$ cat config.mk
export PLATFORM = sky130hd
export DESIGN_NAME = z80bd_mmu
export DESIGN_NICKNAME = d
export VERILOG_FILES = /design/src/rtl/z80bd_pkg.sv /design/src/rtl/z80bd_edge_sync.sv /design/src/rtl/z80bd_mmu.sv
export SDC_FILE = /design/constraint.sdc
export NUM_CORES = 1
export LEC_CHECK = 0
export CAP_MARGIN = 20
export CORE_AREA = 2 2 60 73
export CTS_BUF_LIST = sky130_fd_sc_hd__clkbuf_8
export DETAILED_ROUTE_END_ITERATION = 8
export DIE_AREA = 0 0 62 75
export PLACE_DENSITY = 0.77
export SLEW_MARGIN = 20
export SYNTH_ARGS = -nofsm -noshare
export SYNTH_HDL_FRONTEND = slang
export SYNTH_SLANG_ARGS = --single-unit
export TNS_END_PERCENT = 30
$ cat constraint.sdc
create_clock -name CLK_24MHz -period 1.8 [get_ports CLK_24MHz]
set_input_delay 0.18 -clock CLK_24MHz [delete_from_list [all_inputs] [get_ports CLK_24MHz]]
set_output_delay 0.18 -clock CLK_24MHz [all_outputs]
set_load 0.05 [all_outputs]
$ cat src/rtl/z80bd_pkg.sv
// z80bd_pkg: region types, wait FSM state encoding and default I/O base port
// shared by the Z80BD mapper blocks.
package z80bd_pkg;
  localparam logic [1:0] REG_SLOW = 2'b00;
  localparam logic [1:0] REG_FAST = 2'b01;
  localparam logic [1:0] ST_IDLE = 2'd0;
  localparam logic [1:0] ST_WAIT = 2'd1;
  localparam logic [1:0] ST_HOLD = 2'd2;
  localparam logic [7:0] DEF_BASE_PORT = 8'h10;
endpackage

$ cat src/rtl/z80bd_edge_sync.sv
// z80bd_edge_sync: two-flop synchroniser for an active-low strobe plus a
// one-cycle pulse on its synchronised falling edge.
module z80bd_edge_sync (
  input  logic clk,
  input  logic rst,
  input  logic din,
  output logic sync,
  output logic fall
);
  logic [2:0] s_q, s_d;
  always_comb s_d = {s_q[1:0], din};
  always_ff @(posedge clk or posedge rst)
    if (rst) s_q <= 3'b111;
    else s_q <= s_d;
  assign sync = s_q[1];
  assign fall = s_q[2] & ~s_q[1];
endmodule

$ cat src/rtl/z80bd_mmu.sv
// z80bd_mmu: windowed page mapper driving page address, chip selects and slow-memory waits.
// Define MMU_WAIT_EN to build the wait-state FSM; without it WAIT is tied high.
module z80bd_mmu
  import z80bd_pkg::*;
#(
  parameter int         WINDOWS   = 4,
  parameter int         PAGE_W    = 5,
  parameter logic [7:0] BASE_PORT = DEF_BASE_PORT,
  parameter int         SLOW_WAIT = 2
) (
  input  logic              CLK_24MHz,
  input  logic              RES,
  input  logic [15:0]       A,
  input  logic [7:0]        D_IN,
  output logic [7:0]        D_OUT,
  output logic              D_OE,
  input  logic              IORQ,
  input  logic              MREQ,
  input  logic              RD,
  input  logic              WR,
  output logic [PAGE_W-1:0] M_A,
  output logic              ROM_CE,
  output logic              RAM2_CE,
  output logic              RAM0_CE,
  output logic              RAM1_CE,
  output logic              WAIT
);
  localparam int WB = $clog2(WINDOWS);
  logic [WINDOWS-1:0][7:0] page_q, page_d;
  logic [7:0] sel, off;
  logic hit, slow, fast, io_fall, unused_io_sync, unused_a;
  assign sel = page_q[A[15 -: WB]];
  assign slow = sel[7:6] == REG_SLOW;
  assign fast = sel[7:6] == REG_FAST && sel[5:2] == 4'd0;
  assign M_A = sel[PAGE_W-1:0];
  assign ROM_CE = MREQ | ~slow | sel[5];
  assign RAM2_CE = MREQ | ~slow | ~sel[5];
  assign RAM0_CE = MREQ | ~fast | sel[1];
  assign RAM1_CE = MREQ | ~fast | ~sel[1];
  // Offset from the base port; anything past the last window is a miss.
  assign off = A[7:0] - BASE_PORT;
  assign hit = off < 8'(WINDOWS);
  assign D_OE = ~IORQ & ~RD & hit;
  assign D_OUT = hit ? page_q[off[WB-1:0]] : 8'h00;
  assign unused_a = ^A[15-WB:8];
  z80bd_edge_sync u_io (
    .clk(CLK_24MHz), .rst(RES), .din(IORQ | WR), .sync(unused_io_sync), .fall(io_fall)
  );
  always_comb begin
    page_d = page_q;
    if (io_fall && hit) page_d[off[WB-1:0]] = D_IN;
  end
  always_ff @(posedge CLK_24MHz or posedge RES)
    if (RES) page_q <= '0;
    else page_q <= page_d;
`ifdef MMU_WAIT_EN
  logic [1:0] state_q, state_d;
  logic [3:0] cnt_q, cnt_d;
  logic mreq_s, mreq_fall, refresh;
  // Refresh cycles keep both RD and WR high and must never stall the CPU.
  assign refresh = RD & WR;
  z80bd_edge_sync u_mreq (
    .clk(CLK_24MHz), .rst(RES), .din(MREQ), .sync(mreq_s), .fall(mreq_fall)
  );
  always_comb begin
    state_d = state_q;
    cnt_d = cnt_q;
    case (state_q)
      ST_IDLE: if (mreq_fall) begin
        state_d = (slow && !refresh && SLOW_WAIT != 0) ? ST_WAIT : ST_HOLD;
        cnt_d = 4'(SLOW_WAIT);
      end
      ST_WAIT: begin
        cnt_d = cnt_q - 4'd1;
        state_d = (refresh || cnt_q <= 4'd1) ? ST_HOLD : ST_WAIT;
      end
      default: state_d = mreq_s ? ST_IDLE : state_q;
    endcase
  end
  always_ff @(posedge CLK_24MHz or posedge RES)
    if (RES) begin
      state_q <= ST_IDLE;
      cnt_q <= 4'd0;
    end else begin
      state_q <= state_d;
      cnt_q <= cnt_d;
    end
  assign WAIT = state_q != ST_WAIT;
`else
  logic unused_wait_cfg;
  assign unused_wait_cfg = ^4'(SLOW_WAIT);
  assign WAIT = 1'b1;
`endif
endmodule
==> flow_summary.json <==
{
  "outcome": "complete, but fails checks",
  "violations": "negative setup slack",
  "finClkSkew_ns": 0.002357,
  "io-pin-count": 49,
  "antenna_found_initial": 0,
  "detail_route.drc_violations": 0,
  "slowest_stage": "mux4_2",
  "final_area_um2": 2789,
  "gp_congestion": 0.7818,
  "ctsHoldBuffers": 0,
  "wl_per_cell_um": 18.22,
  "finalCritPeriodShare": 1.122,
  "drive_gt1_frac": 0.5865,
  "numClockSinks": 35,
  "layout_setup_ws_ns": -0.2198,
  "yosys_warnings": 0,
  "cts_tree": "done",
  "setup-violations-final": 3,
  "hold_viol_final": 0,
  "ys_seq_area_frac": 0.4541,
  "synth_area_um2": 1937,
  "ir_worst_vdd_mv": 0.4432,
  "ctsRootBufferMaster": "clkbuf_8",
  "netSwitchingPower_uw": 400.0,
  "critPathArrivalTime_ns": 1.84,
  "dpl_cell_area_um2": 2566,
  "slew_violations": 0,
  "cpPeakStageDelay_ns": 0.51,
  "routed-via-count": 1423,
  "grt_pass1_wl_um": 7610,
  "rsz0062_at_grt": "yes",
  "wl_um": 4774,
  "maxCapViolCount": 0,
  "die_y_um": 75,
  "numCtsBuffers": 5,
  "start_kind": "flip-flop",
  "worst-path-buf-inv": 1,
  "viasPerCell": 5.431,
  "cts_max_level": 2,
  "endpoint_kind": "output port",
  "ys_seq_elements": 35,
  "synth.net_count": 161,
  "required_ns": 1.62,
  "synth_cell_types": 28,
  "rows": 25,
  "max_freq_ghz": 0.4951,
  "die-area_um2": 4650,
  "drtPass1Iterations": 6,
  "seqPwrFrac": 0.487,
  "clock_latency_ns": 0.29,
  "drtIter0Drc": 44,
  "area_growth_pct": 43.99,
  "final_common_cell": "buf_4",
  "switching_share": 0.2378,
  "nets": 237,
  "timing.hold.ws_ns": 0.2924,
  "grt_overflow": 0,
  "clockBufferDepth": 2,
  "p_leak_uw": 0.001373,
  "worstPathCellList": "mux4_2 -> nor4b_2 -> nand4_1 -> buf_6",
  "pwr-share-comb": 0.146,
  "die_x_um": 62,
  "fin_crit_ns": 2.020,
  "worstSetupPathType": "reg -> out",
  "p_int_uw": 1282,
  "numPortBuffers": 41,
  "clkTransAtPathRegs_ns": 0.07,
  "grt_pass1_vias": 1537,
  "powerDensity_nw_per_um2": 603.1,
  "synthCells": 131,
  "synth_area_per_cell_um2": 14.79,
  "min-delay-path-class": "in -> async",
  "track_usage": 0.2339,
  "dp_hpwl_um": 3446,
  "core_um2": 3910,
  "clock_power_share": 0.367,
  "start_util": 0.4954,
  "path_max_fanout": 3,
  "mostFrequentLayoutCells": "buf_4 (40), mux2_2 (34), dfrtp_1 (32), clkdlybuf4s50_1 (20), mux4_2 (13)",
  "crit_family": "multiplexers",
  "grt_max_degree": 36,
  "route.antenna.remaining_nets": 0,
  "n_antenna_cell": 0
}
[sequential cells by signal, summed over array words and instances, names as in the netlist]
name	flops
u_io.s_q	3
page_q	32
[cell families (layout without fill, tap and decap cells)]
| family | after synthesis | in the layout | synth area share |
|---|---|---|---|
| muxes | 53 | 53 | 0.3798 |
| and+or+nand+nor | 30 | 30 | 0.1234 |
| other | 1 | 1 | 0.001936 |
| DFF | 35 | 35 | 0.4541 |
| AOI/OAI and AO/OA | 1 | 1 | 0.004523 |
| buffers and inverters | 11 | 88 | 0.03617 |
[final timing paths]
check	start	to	slack [ns]	cells past startpoint
max in group asynchronous	RES	u_io.s_q[1]$_DFF_PP1_	1.17	3
worst max register to register	u_io.s_q[2]$_DFF_PP1_	page_q[15]$_DFFE_PP0P_	0.23	5
worst max-delay path	page_q[3]$_DFFE_PP0P_	RAM0_CE	-0.22	4
worst min-delay path	RES	page_q[24]$_DFFE_PP0P_	0.29	3
min in group CLK_24MHz	u_io.s_q[0]$_DFF_PP1_	u_io.s_q[1]$_DFF_PP1_	0.36	0
worst min register to register	u_io.s_q[0]$_DFF_PP1_	u_io.s_q[1]$_DFF_PP1_	0.36	0
[cells in the mapped netlist (all sizes together)]
| library cell | number | area [um^2] |
|---|---|---|
| nor4b | 2 | 38.78 |
| nand4 | 5 | 58.80 |
| and4bb | 1 | 12.51 |
| and3 | 8 | 50.05 |
| nor3 | 1 | 5.000 |
| mux4 | 13 | 292.8 |
| nand3b | 1 | 7.510 |
| nor2 | 3 | 11.26 |
| clkbuf | 1 | 3.750 |
| nor2b | 4 | 25.02 |
| nand3 | 1 | 5.000 |
| inv | 3 | 11.26 |
| or2 | 1 | 6.260 |
| dfstp | 3 | 78.83 |
| nand2 | 1 | 3.750 |
| conb | 1 | 3.750 |
| a22o | 1 | 8.760 |
| buf | 7 | 55.05 |
| mux2i | 6 | 60.06 |
| mux2 | 34 | 382.9 |
| and4 | 1 | 8.760 |
| dfrtp | 32 | 800.8 |
| and2 | 1 | 6.260 |
[metrics by stage]
stage          worst slack (ns)  cells    util  TNS [ns]  total power (uW)
2_1_floorplan           -0.1916    131       -   -0.3820             951.7
3_3_place_gp            -0.3533    243  0.6563    -2.197              1060
3_5_place_dp            -0.3710    243  0.6563    -3.159              1068
4_1_cts                 -0.2362    257  0.7005   -0.4261              1689
5_1_grt                 -0.2908    262  0.7133   -0.7030              1753
6_report                -0.2198    262  0.7133   -0.4473              1682
[cell type report]
class / instances / area, um^2
Fill cell: 277 / 1121
Multi-Input combinational cell: 85 / 1002
Sequential cell: 35 / 879.6
Timing Repair Buffer: 77 / 728.2
Clock buffer: 7 / 96.34
Tap cell: 54 / 67.56
Inverter: 3 / 11.26
Clock inverter: 1 / 3.754
[power groups by stage]
stage / Combinational, uW / Clock, uW / Sequential, uW
after floorplan: 123 / 0 / 829
after CTS: 242 / 628 / 819
final: 245 / 617 / 819
after global placement: 228 / 0 / 832
after detailed placement: 234 / 0 / 833
after global routing: 263 / 669 / 821
[worst register-to-register path: stages, from the launching register on]
cell	delay (ns)
dfstp_2	0.52
nor2b_1	0.16
buf_4	0.17
nand4_2	0.13
buf_4	0.19
mux2_2	0.29
[repair_timing]
| item | 4_1_cts | 5_1_grt |
|---|---|---|
| setup endpoints to repair | 16 | 12 |
| cloned | 0 | 0 |
| buffers inserted | 6 | 5 |
| pin swaps | 3 | 2 |
| resized for setup | 11 | 4 |
[layer usage]
metal  track usage  share of wire  vias to the layer above
li1              -              -                      645
met1        0.2796           0.38                      720
met2        0.3970           0.55                       43
met3       0.04296          0.039                       15
met4        0.1158          0.035                        0
met5             0              0                        -
Power figures use the tool's default switching activity.
